==> config.mk <==
export PLATFORM = sky130hd
export DESIGN_NAME = qk_mem_writer
export DESIGN_NICKNAME = d
export VERILOG_FILES = /design/src/rtl/qk_mem_writer.sv
export SDC_FILE = /design/constraint.sdc
export NUM_CORES = 1
export LEC_CHECK = 0
export ABC_CLOCK_PERIOD_IN_PS = 2000
export BUFFER_PORTS_ARGS = -buffer_cell sky130_fd_sc_hd__buf_2
export CORE_UTILIZATION = 49
export CTS_BUF_LIST = sky130_fd_sc_hd__clkbuf_16
export DETAILED_ROUTE_END_ITERATION = 6
export PLACE_DENSITY = 0.71
export SLEW_MARGIN = 20
export SYNTH_ARGS = -nofsm -noshare
export SYNTH_HDL_FRONTEND = slang
export SYNTH_SLANG_ARGS = --single-unit
export TNS_END_PERCENT = 5
==> constraint.sdc <==
create_clock -name clk -period 2 [get_ports clk]
set_input_delay 0.1 -clock clk [delete_from_list [all_inputs] [get_ports clk]]
set_output_delay 0.1 -clock clk [all_outputs]
set_load 0.01 [all_outputs]
==> src/rtl/qk_mem_writer.sv <==
`default_nettype none
// ============================================================================
// Module      : qk_mem_writer
// Description : Streams FP32 words into the Q and K score memories. Words are
//               packed LANES at a time into one memory word; DEPTH Q words
//               are written first, then DEPTH K words. The score engine is
//               then kicked and the block waits for its completion.
// Ports       : clk                   - single clock, rising edge
//               rst                   - asynchronous reset, active low
//               start                 - one-cycle request to begin a load
//               in_valid/in_data      - FP32 input stream
//               in_ready              - stream accept (LOAD_Q / LOAD_K only)
//               Q_mem_wr_en/addr/data - Q memory write port
//               K_mem_wr_en/addr/data - K memory write port
//               Reg_WrEn              - one-cycle start pulse to score engine
//               score_done            - score engine completion (level/pulse)
//               busy                  - high whenever not IDLE
//               load_done             - one-cycle completion pulse
// Revision    : 1.0 - initial release
// ============================================================================
module qk_mem_writer #(
  parameter int DEPTH = 128,
  parameter int LANES = 4
) (
  input  logic                       clk,
  input  logic                       rst,
  input  logic                       start,
  input  logic                       in_valid,
  input  logic [31:0]                in_data,
  output logic                       in_ready,
  output logic                       Q_mem_wr_en,
  output logic [$clog2(DEPTH)-1:0]   Q_mem_wr_addr,
  output logic [32*LANES-1:0]        Q_mem_wr_data,
  output logic                       K_mem_wr_en,
  output logic [$clog2(DEPTH)-1:0]   K_mem_wr_addr,
  output logic [32*LANES-1:0]        K_mem_wr_data,
  output logic                       Reg_WrEn,
  input  logic                       score_done,
  output logic                       busy,
  output logic                       load_done
);

  localparam int AW = $clog2(DEPTH);
  localparam int LW = (LANES > 1) ? $clog2(LANES) : 1;
  localparam int DW = 32 * LANES;

  localparam logic [2:0] S_IDLE       = 3'd0;
  localparam logic [2:0] S_LOAD_Q     = 3'd1;
  localparam logic [2:0] S_LOAD_K     = 3'd2;
  localparam logic [2:0] S_KICK       = 3'd3;
  localparam logic [2:0] S_WAIT_SCORE = 3'd4;
  localparam logic [2:0] S_FIN        = 3'd5;

  logic [2:0]    r_state;
  logic [2:0]    w_state_next;
  logic [LW-1:0] r_lane_cnt;
  logic [AW-1:0] r_word_addr;
  logic [DW-1:0] r_pack;
  logic [DW-1:0] w_pack_next;

  logic          r_q_wr_en;
  logic [AW-1:0] r_q_wr_addr;
  logic [DW-1:0] r_q_wr_data;
  logic          r_k_wr_en;
  logic [AW-1:0] r_k_wr_addr;
  logic [DW-1:0] r_k_wr_data;

  logic w_accept;
  logic w_last_lane;
  logic w_last_word;
  logic w_group_done;

  assign in_ready     = (r_state == S_LOAD_Q) || (r_state == S_LOAD_K);
  assign w_accept     = in_valid && in_ready;
  assign w_last_lane  = (r_lane_cnt == LW'(LANES - 1));
  assign w_last_word  = (r_word_addr == AW'(DEPTH - 1));
  assign w_group_done = w_accept && w_last_lane;

  // Current lane slot replaced by the incoming word; on the last lane this is
  // the complete memory word, written straight into the write-data register.
  always_comb begin
    w_pack_next = r_pack;
    w_pack_next[32*r_lane_cnt +: 32] = in_data;
  end

  always_comb begin
    w_state_next = r_state;
    case (r_state)
      S_IDLE:       if (start) w_state_next = S_LOAD_Q;
      // Transition on the accepting edge keeps in_ready high across the
      // Q->K boundary; the final Q write lands in the first LOAD_K cycle.
      S_LOAD_Q:     if (w_group_done && w_last_word) w_state_next = S_LOAD_K;
      S_LOAD_K:     if (w_group_done && w_last_word) w_state_next = S_KICK;
      S_KICK:       w_state_next = S_WAIT_SCORE;
      S_WAIT_SCORE: if (score_done) w_state_next = S_FIN;
      S_FIN:        w_state_next = S_IDLE;
      default:      w_state_next = S_IDLE;
    endcase
  end

  always_ff @(posedge clk or negedge rst) begin
    if (!rst) begin
      r_state     <= S_IDLE;
      r_lane_cnt  <= '0;
      r_word_addr <= '0;
      r_pack      <= '0;
    end else begin
      r_state <= w_state_next;
      if ((r_state == S_IDLE) && start) begin
        r_lane_cnt  <= '0;
        r_word_addr <= '0;
        r_pack      <= '0;
      end else if (w_accept) begin
        r_pack <= w_pack_next;
        if (w_last_lane) begin
          r_lane_cnt  <= '0;
          // Wrapping at the last word restarts addressing for K.
          r_word_addr <= w_last_word ? '0 : r_word_addr + 1'b1;
        end else begin
          r_lane_cnt <= r_lane_cnt + 1'b1;
        end
      end
    end
  end

  // Write ports: strobe for one cycle, address/data hold between writes.
  always_ff @(posedge clk or negedge rst) begin
    if (!rst) begin
      r_q_wr_en   <= 1'b0;
      r_q_wr_addr <= '0;
      r_q_wr_data <= '0;
      r_k_wr_en   <= 1'b0;
      r_k_wr_addr <= '0;
      r_k_wr_data <= '0;
    end else begin
      r_q_wr_en <= w_group_done && (r_state == S_LOAD_Q);
      r_k_wr_en <= w_group_done && (r_state == S_LOAD_K);
      if (w_group_done && (r_state == S_LOAD_Q)) begin
        r_q_wr_addr <= r_word_addr;
        r_q_wr_data <= w_pack_next;
      end
      if (w_group_done && (r_state == S_LOAD_K)) begin
        r_k_wr_addr <= r_word_addr;
        r_k_wr_data <= w_pack_next;
      end
    end
  end

  assign Q_mem_wr_en   = r_q_wr_en;
  assign Q_mem_wr_addr = r_q_wr_addr;
  assign Q_mem_wr_data = r_q_wr_data;
  assign K_mem_wr_en   = r_k_wr_en;
  assign K_mem_wr_addr = r_k_wr_addr;
  assign K_mem_wr_data = r_k_wr_data;

  assign Reg_WrEn  = (r_state == S_KICK);
  assign busy      = (r_state != S_IDLE);
  assign load_done = (r_state == S_FIN);

endmodule
`default_nettype wire

After elaboration in Yosys (flattened, before gate mapping)
Index checks and enable logic that the tools add are counted.
W data, S select, Z words.

word-level totals
  register bits after elaboration = 412
  bits in latches = 0
  RAM bits = 0
  bits in read-only memories = 0
  input bits = 37
  output and inout bits = 276
  word-level logic and storage cells = 54
  memories kept = 0

operators by class
  add/subtract/negate cells = 3
  $mul = 0
  divide/modulo/power cells = 0
  magnitude comparators = 0
  eq/ne operators = 11
  shifts and indexed selects = 2
  mux-type cells = 15
  bitwise gates (word level) = 0
  reduce and logical (&&, ||, !) cells = 13

operator list
  operator                     number
  $mux W128                    2
  $bwmux W128                  1
  $shift A32 B34 Y128 const A  1
  $shiftx A32 B34 Y128         1
  $neg A7 Y34                  1
  $mux W7                      4
  $pmux W3 S5                  1
  $mux W3                      4
  $add A7 B1 Y7 const B        1
  $eq A7 B7 Y1 const B         1
  $eq A3 B2 Y1 const B         2
  $eq A3 B3 Y1 const B         2
  $logic_and A1 B1 Y1          6
  $mux W2                      3
  $ne A2 B1 Y1 const B         2
  $ne A2 B2 Y1 const B         2
  $reduce_and A4 Y1            1
  $reduce_bool A2 Y1           2
  $eq A3 B1 Y1 const B         1
  $logic_not A3 Y1             1
  $reduce_bool A3 Y1           1
  $add A2 B1 Y2 const B        1
  $eq A2 B2 Y1 const B         1
  $reduce_and A2 Y1            1
  $logic_or A1 B1 Y1           1

Longest topological paths before layout
  depth after elaboration = 7
  mapped depth = 9
  mapped depth without buffers = 6

Worst setup path after synthesis
Ideal clock, no wire load.

  kind = reg2reg
  start point = register r_lane_cnt[0]
  end point = register r_pack[34]
  library setup time = 0.066 ns
  arrival time = 1.985 ns
  required time = 1.934 ns
  setup slack = -0.052 ns
  cell stages (with the launch flop) = 9
  buffers on the path = 2
  period minus slack after synthesis = 2.052 ns
  path through = dfrtp_1 inv_2 ha_1 inv_1 nor3_1 nor2b_1 clkbuf_1 buf_2 a22o_1

on the way
  cells in the longest elaborated chain, start to end = 5
  elaborated cells on any way between the ends = 6
  classes of those cells = 1 x add/sub; 2 x shift; 3 x mux

ends and longest elaborated chain
  what                                                                RTL line  source
  from (decl)                                                         56        logic [LW-1:0] r_lane_cnt;
  from (signal assigned)                                              120       r_lane_cnt <= r_lane_cnt + 1'b1;
  $neg A7 Y34 *                                                       83        w_pack_next[32*r_lane_cnt +: 32] = in_data;
  $shiftx A32 B34 Y128 / $shift A32 B34 Y128 (equally long branches)  83
  $bwmux W128 *                                                       83
  $mux W128 *                                                         113       end else if (w_accept) begin
  $mux W128 *                                                         109       if ((r_state == S_IDLE) && start) begin
  to (signal assigned)                                                114       r_pack <= w_pack_next;
  to (decl)                                                           58        logic [DW-1:0] r_pack;

Every way passes the cells marked *; elsewhere a longest branch is shown, timed or not. The select of a mux whose other input is x is not followed.
A chain may end at the register's enable or synchronous reset.

Worst setup path after layout
  start point = register r_lane_cnt[0]
  end point = register r_pack[66]

The elaborated chain is that of the path after synthesis.

==> qor.csv <==
stage,metric,value,unit
grt,vias in the first global route,13063,
power,Max VDD drop,0.998,mV
worst_setup_path,crit path capture type,flip-flop,
cells_and_area,Fillers,2704,
floorplan,Ports,313,
grt,initial antenna violation count,1,
floorplan,Initial Util,50.3,%
grt,first-pass GRT wire length,72400,um
grt,Total GRT Usage,27.1,%
placed_design,Post-Place Setup Slack,-0.0712,ns
grt,gr ovfl total,0,
clocking,clock sink total,412,
cells_and_area,nets@finish,1930,
detailed_routing,Routed WL,46000,um
worst_setup_path,"Max stage delay cell, worst path",dfrtp_2,
clocking,Clock Tree Root,clkbuf_16,
worst_setup_path,Critical Path Start,r_lane_cnt[0],
synth,#FFs+latches synth,412,
sta,Final Hold Slack,0.0342,ns
detailed_routing,Vias/cell,5.49,
sta,Final period util,97.1,%
synth,Synth cell types,43,
sta,final worst setup slack,0.0571,ns
synth,register area share after synthesis,62.4,%
sta,Max Slew Vio Count,0,
placed_design,dpl hpwl,31000,um
power,Tot Pwr,26.4,mW
synth,Synth Flop Type,dfrtp_1,
sta,Setup Skew,0.0159,ns
detailed_routing,Detail Route Antenna Nets,0,
min_path,hold worst-path end,r_pack[116],
clocking,H-Tree Depth,2,
clocking,CTS tree,built,
worst_setup_path,CP required,2.47,ns
synth,syn nets,1604,
worst_setup_path,Crit path top cell by count,inv_2,
worst_setup_path,crit-path cells,"inv_2, ha_2, inv_2, nor4b_4, nor2b_4, buf_12, a22o_1",
synth,Ys Warns,0,
cells_and_area,layout cells sized above 1,25.2,%
outcome,status,completed,
min_path,HP Class,input port to flip-flop,
synth,synthesized area,0.0165,sq mm
power,internal power,17.6,mW
sta,Slew @ Worst Pin,0.589,ns
sta,Max Clock Freq,515,MHz
floorplan,core area,0.0329,sq mm
synth,number of synthesized flops with an enable pin,0,
worst_setup_path,crit path launch type,flip-flop,
synth,Synth top area share,62.4,%
power,Clock Power Share,27.8,%
floorplan,row count,66,
placed_design,gpl congestion,0.838,
power,P_sw,8.81,mW
power,Power Dens Cells,1270,mW/mm^2
worst_setup_path,FF-to-FF setup slack,0.06,ns
detailed_routing,initial DRC count,862,
worst_setup_path,Setup CP Type,flip-flop to flip-flop,
synth,"top cells by area, synth","dfrtp_1, o21ai_0, a22o_1, nand2_1, nor2b_1",
synth,Synth area leader,dfrtp_1,
min_path,beginning of the worst hold path,in_data[20],
clocking,later-pin clock latency in the skew report,0.54,ns
floorplan,Die Footprint,0.0345,sq mm
worst_setup_path,r2r endpoint,r_pack[66],
detailed_routing,DR DRC count,0,
detailed_routing,WL per Instance,19.5,um
floorplan,Vert. Die Dim,186,um
clocking,Clock transition at path regs,0.06,ns
power,Net Sw Frac,33.4,%
cells_and_area,final non-filler cell area,0.0208,sq mm
synth,async set-reset flop share out of synthesis,100,%
detailed_routing,Vias,12970,
flow_run,Max Cap Violations,0,
power,Lkg Pwr,10.5,nW
power,Combinational Power Share,29.1,%
worst_setup_path,worst-path fanout max,20,
floorplan,Die Width,186,um
sta,Final setup viols,0,
worst_setup_path,"Arr. time, crit path",2.41,ns
cells_and_area,"Area growth, synth to finish",25.7,%
power,Sequential Power Share,43.2,%
sta,Final Hold Fails,0,
synth,Mean Syn Cell Area,10.6,sq um
sta,post-route minimum period,1.94,ns
clocking,CTS Buf Count,43,
grt,largest net degree at the start of global routing,86,
sta,max_slew headroom,60.7,%
min_path,Min-Delay Path Depth,2,
synth,Mapped Cells,1561,
sta,RSZ-0062 raised after global routing,yes,
worst_setup_path,RR Startpoint,r_lane_cnt[0],
placed_design,placed cell area,0.0190,sq mm
worst_setup_path,CP max stage delay,0.41,ns
worst_setup_path,R2R cell count,7,
clocking,CTS max path bufs,3,
detailed_routing,Detailed Routing Iterations Pass 1,5,
placed_design,I/O Buffers,312,
==> worst max path at each step <==
stage	slack, ns	depth (start not counted)	to
detailed placement	-0.07	7	Q_mem_wr_data[68]
global route	-0.06	8	Q_mem_wr_data[75]
global placement	0.09	7	K_mem_wr_data[70]
finish	0.06	7	r_pack[66]
floorplan	-0.05	8	r_pack[34]
CTS	0.001	7	K_mem_wr_data[31]
==> layout by cell type, fill, tap and decap left out, types with 2 or more instances in the layout <==
master	instances
nand3_1	8
xnor2_1	3
buf_4	46
nand2_1	261
buf_12	28
nand2b_4	2
nor2b_4	4
nor2_1	5
ha_2	4
inv_1	20
dlygate4sd3_1	35
clkinv_1	11
nand2b_1	2
and3_1	4
o21ai_1	47
a22o_1	128
ha_1	2
buf_6	6
buf_8	3
and2_1	2
nor2b_1	128
nand2_2	3
inv_2	3
nor4b_4	2
clkinv_2	2
dfrtp_1	411
nand4b_1	9
mux2_2	15
buf_2	311
or3_1	2
clkbuf_16	46
a21oi_1	131
o21ai_0	212
==> cell usage after synthesis, types with 4 or more instances <==
cell type  number
ha_1            6
and3_1          4
nand2_1       264
a21oi_1       132
nand2b_1        4
o21ai_0       259
dfrtp_1       412
nor2_1          5
nand4b_1        9
buf_2          32
nand3_1         8
inv_1           5
a22o_1        128
clkbuf_2       15
mux2_2         15
clkbuf_1       98
nor2b_1       132
==> routing by layer <==
layer	GRT usage, %	share of wire, %	vias to the layer above
met1	36.8	43	6469
met3	4.99	6.4	77
li1	-	-	6002
met5	0	0	-
met2	44.3	48	422
met4	8.07	2.4	0
==> critical path, delay by kind of cell (launching register included) <==
family,cells,cell delay (ns)
simple gates,2,0.63
compound gates,1,0.16
fa+ha+maj,1,0.36
buf+inv,3,0.31
flops,1,0.41
==> sequential cells by signal (all words and copies together), names as in the netlist, 2 cells and up <==
signal,cells
r_state,3
K_mem_wr_addr,7
Q_mem_wr_data,128
r_lane_cnt,2
r_pack,128
Q_mem_wr_addr,7
r_word_addr,7
K_mem_wr_data,128
==> metrics by stage <==
| stage | setup TNS, ns | std cells | util [%] |
|---|---|---|---|
| after detailed placement | -0.684 | 2244 | 57.9 |
| final | 0 | 2361 | 63.2 |
| after global routing | -2.94 | 2361 | 63.2 |
| after CTS | 0 | 2355 | 62.9 |
| after floorplan | -3.60 | 1561 | - |
| after global placement | 0 | 2244 | 57.9 |
==> cell type report <==
type / count / area, sq um / area share (%)
flip-flops and latches: 412 / 10300 / 49.7
multi-input cells: 993 / 5640 / 27.2
repair buffers: 430 / 2950 / 14.2
clock buffers: 45 / 1130 / 5.42
well taps: 442 / 553 / 2.66
clock inverters: 31 / 150 / 0.723
inverters: 7 / 26.3 / 0.127
diodes: 1 / 2.50 / 0.0121
==> power by group through the flow <==
stage	registers, mW	logic (mW)	clock network [mW]
2_1_floorplan	11.8	3.66	0
3_3_place_gp	11.4	7.26	0
3_5_place_dp	11.5	7.49	0
4_1_cts	11.4	7.57	7.45
5_1_grt	11.6	8.51	7.77
6_report	11.4	7.67	7.32
==> logic make-up after synthesis <==
family	Yosys count	share of synthesized area, %
AOI/OAI and AO/OA	529	19.1
and+or+nand+nor	438	12.8
DFF	412	62.4
buffers and inverters	156	3.95
muxes	16	1.08
adders and majority gates	6	0.454
xor gates and xnor gates	4	0.212
==> repair_timing <==
| item | in CTS | in global routing |
|---|---|---|
| setup endpoints to repair | 53 | 372 |
| hold endpoints to repair | 206 | 0 |
| hold buffers | 35 | 0 |
| setup buffers | 0 | 4 |
| pin swaps | 0 | 3 |
| resized for setup | 2 | 59 |
| gates cloned | 0 | 1 |
No activity file was read; power rests on OpenSTA's default activity.
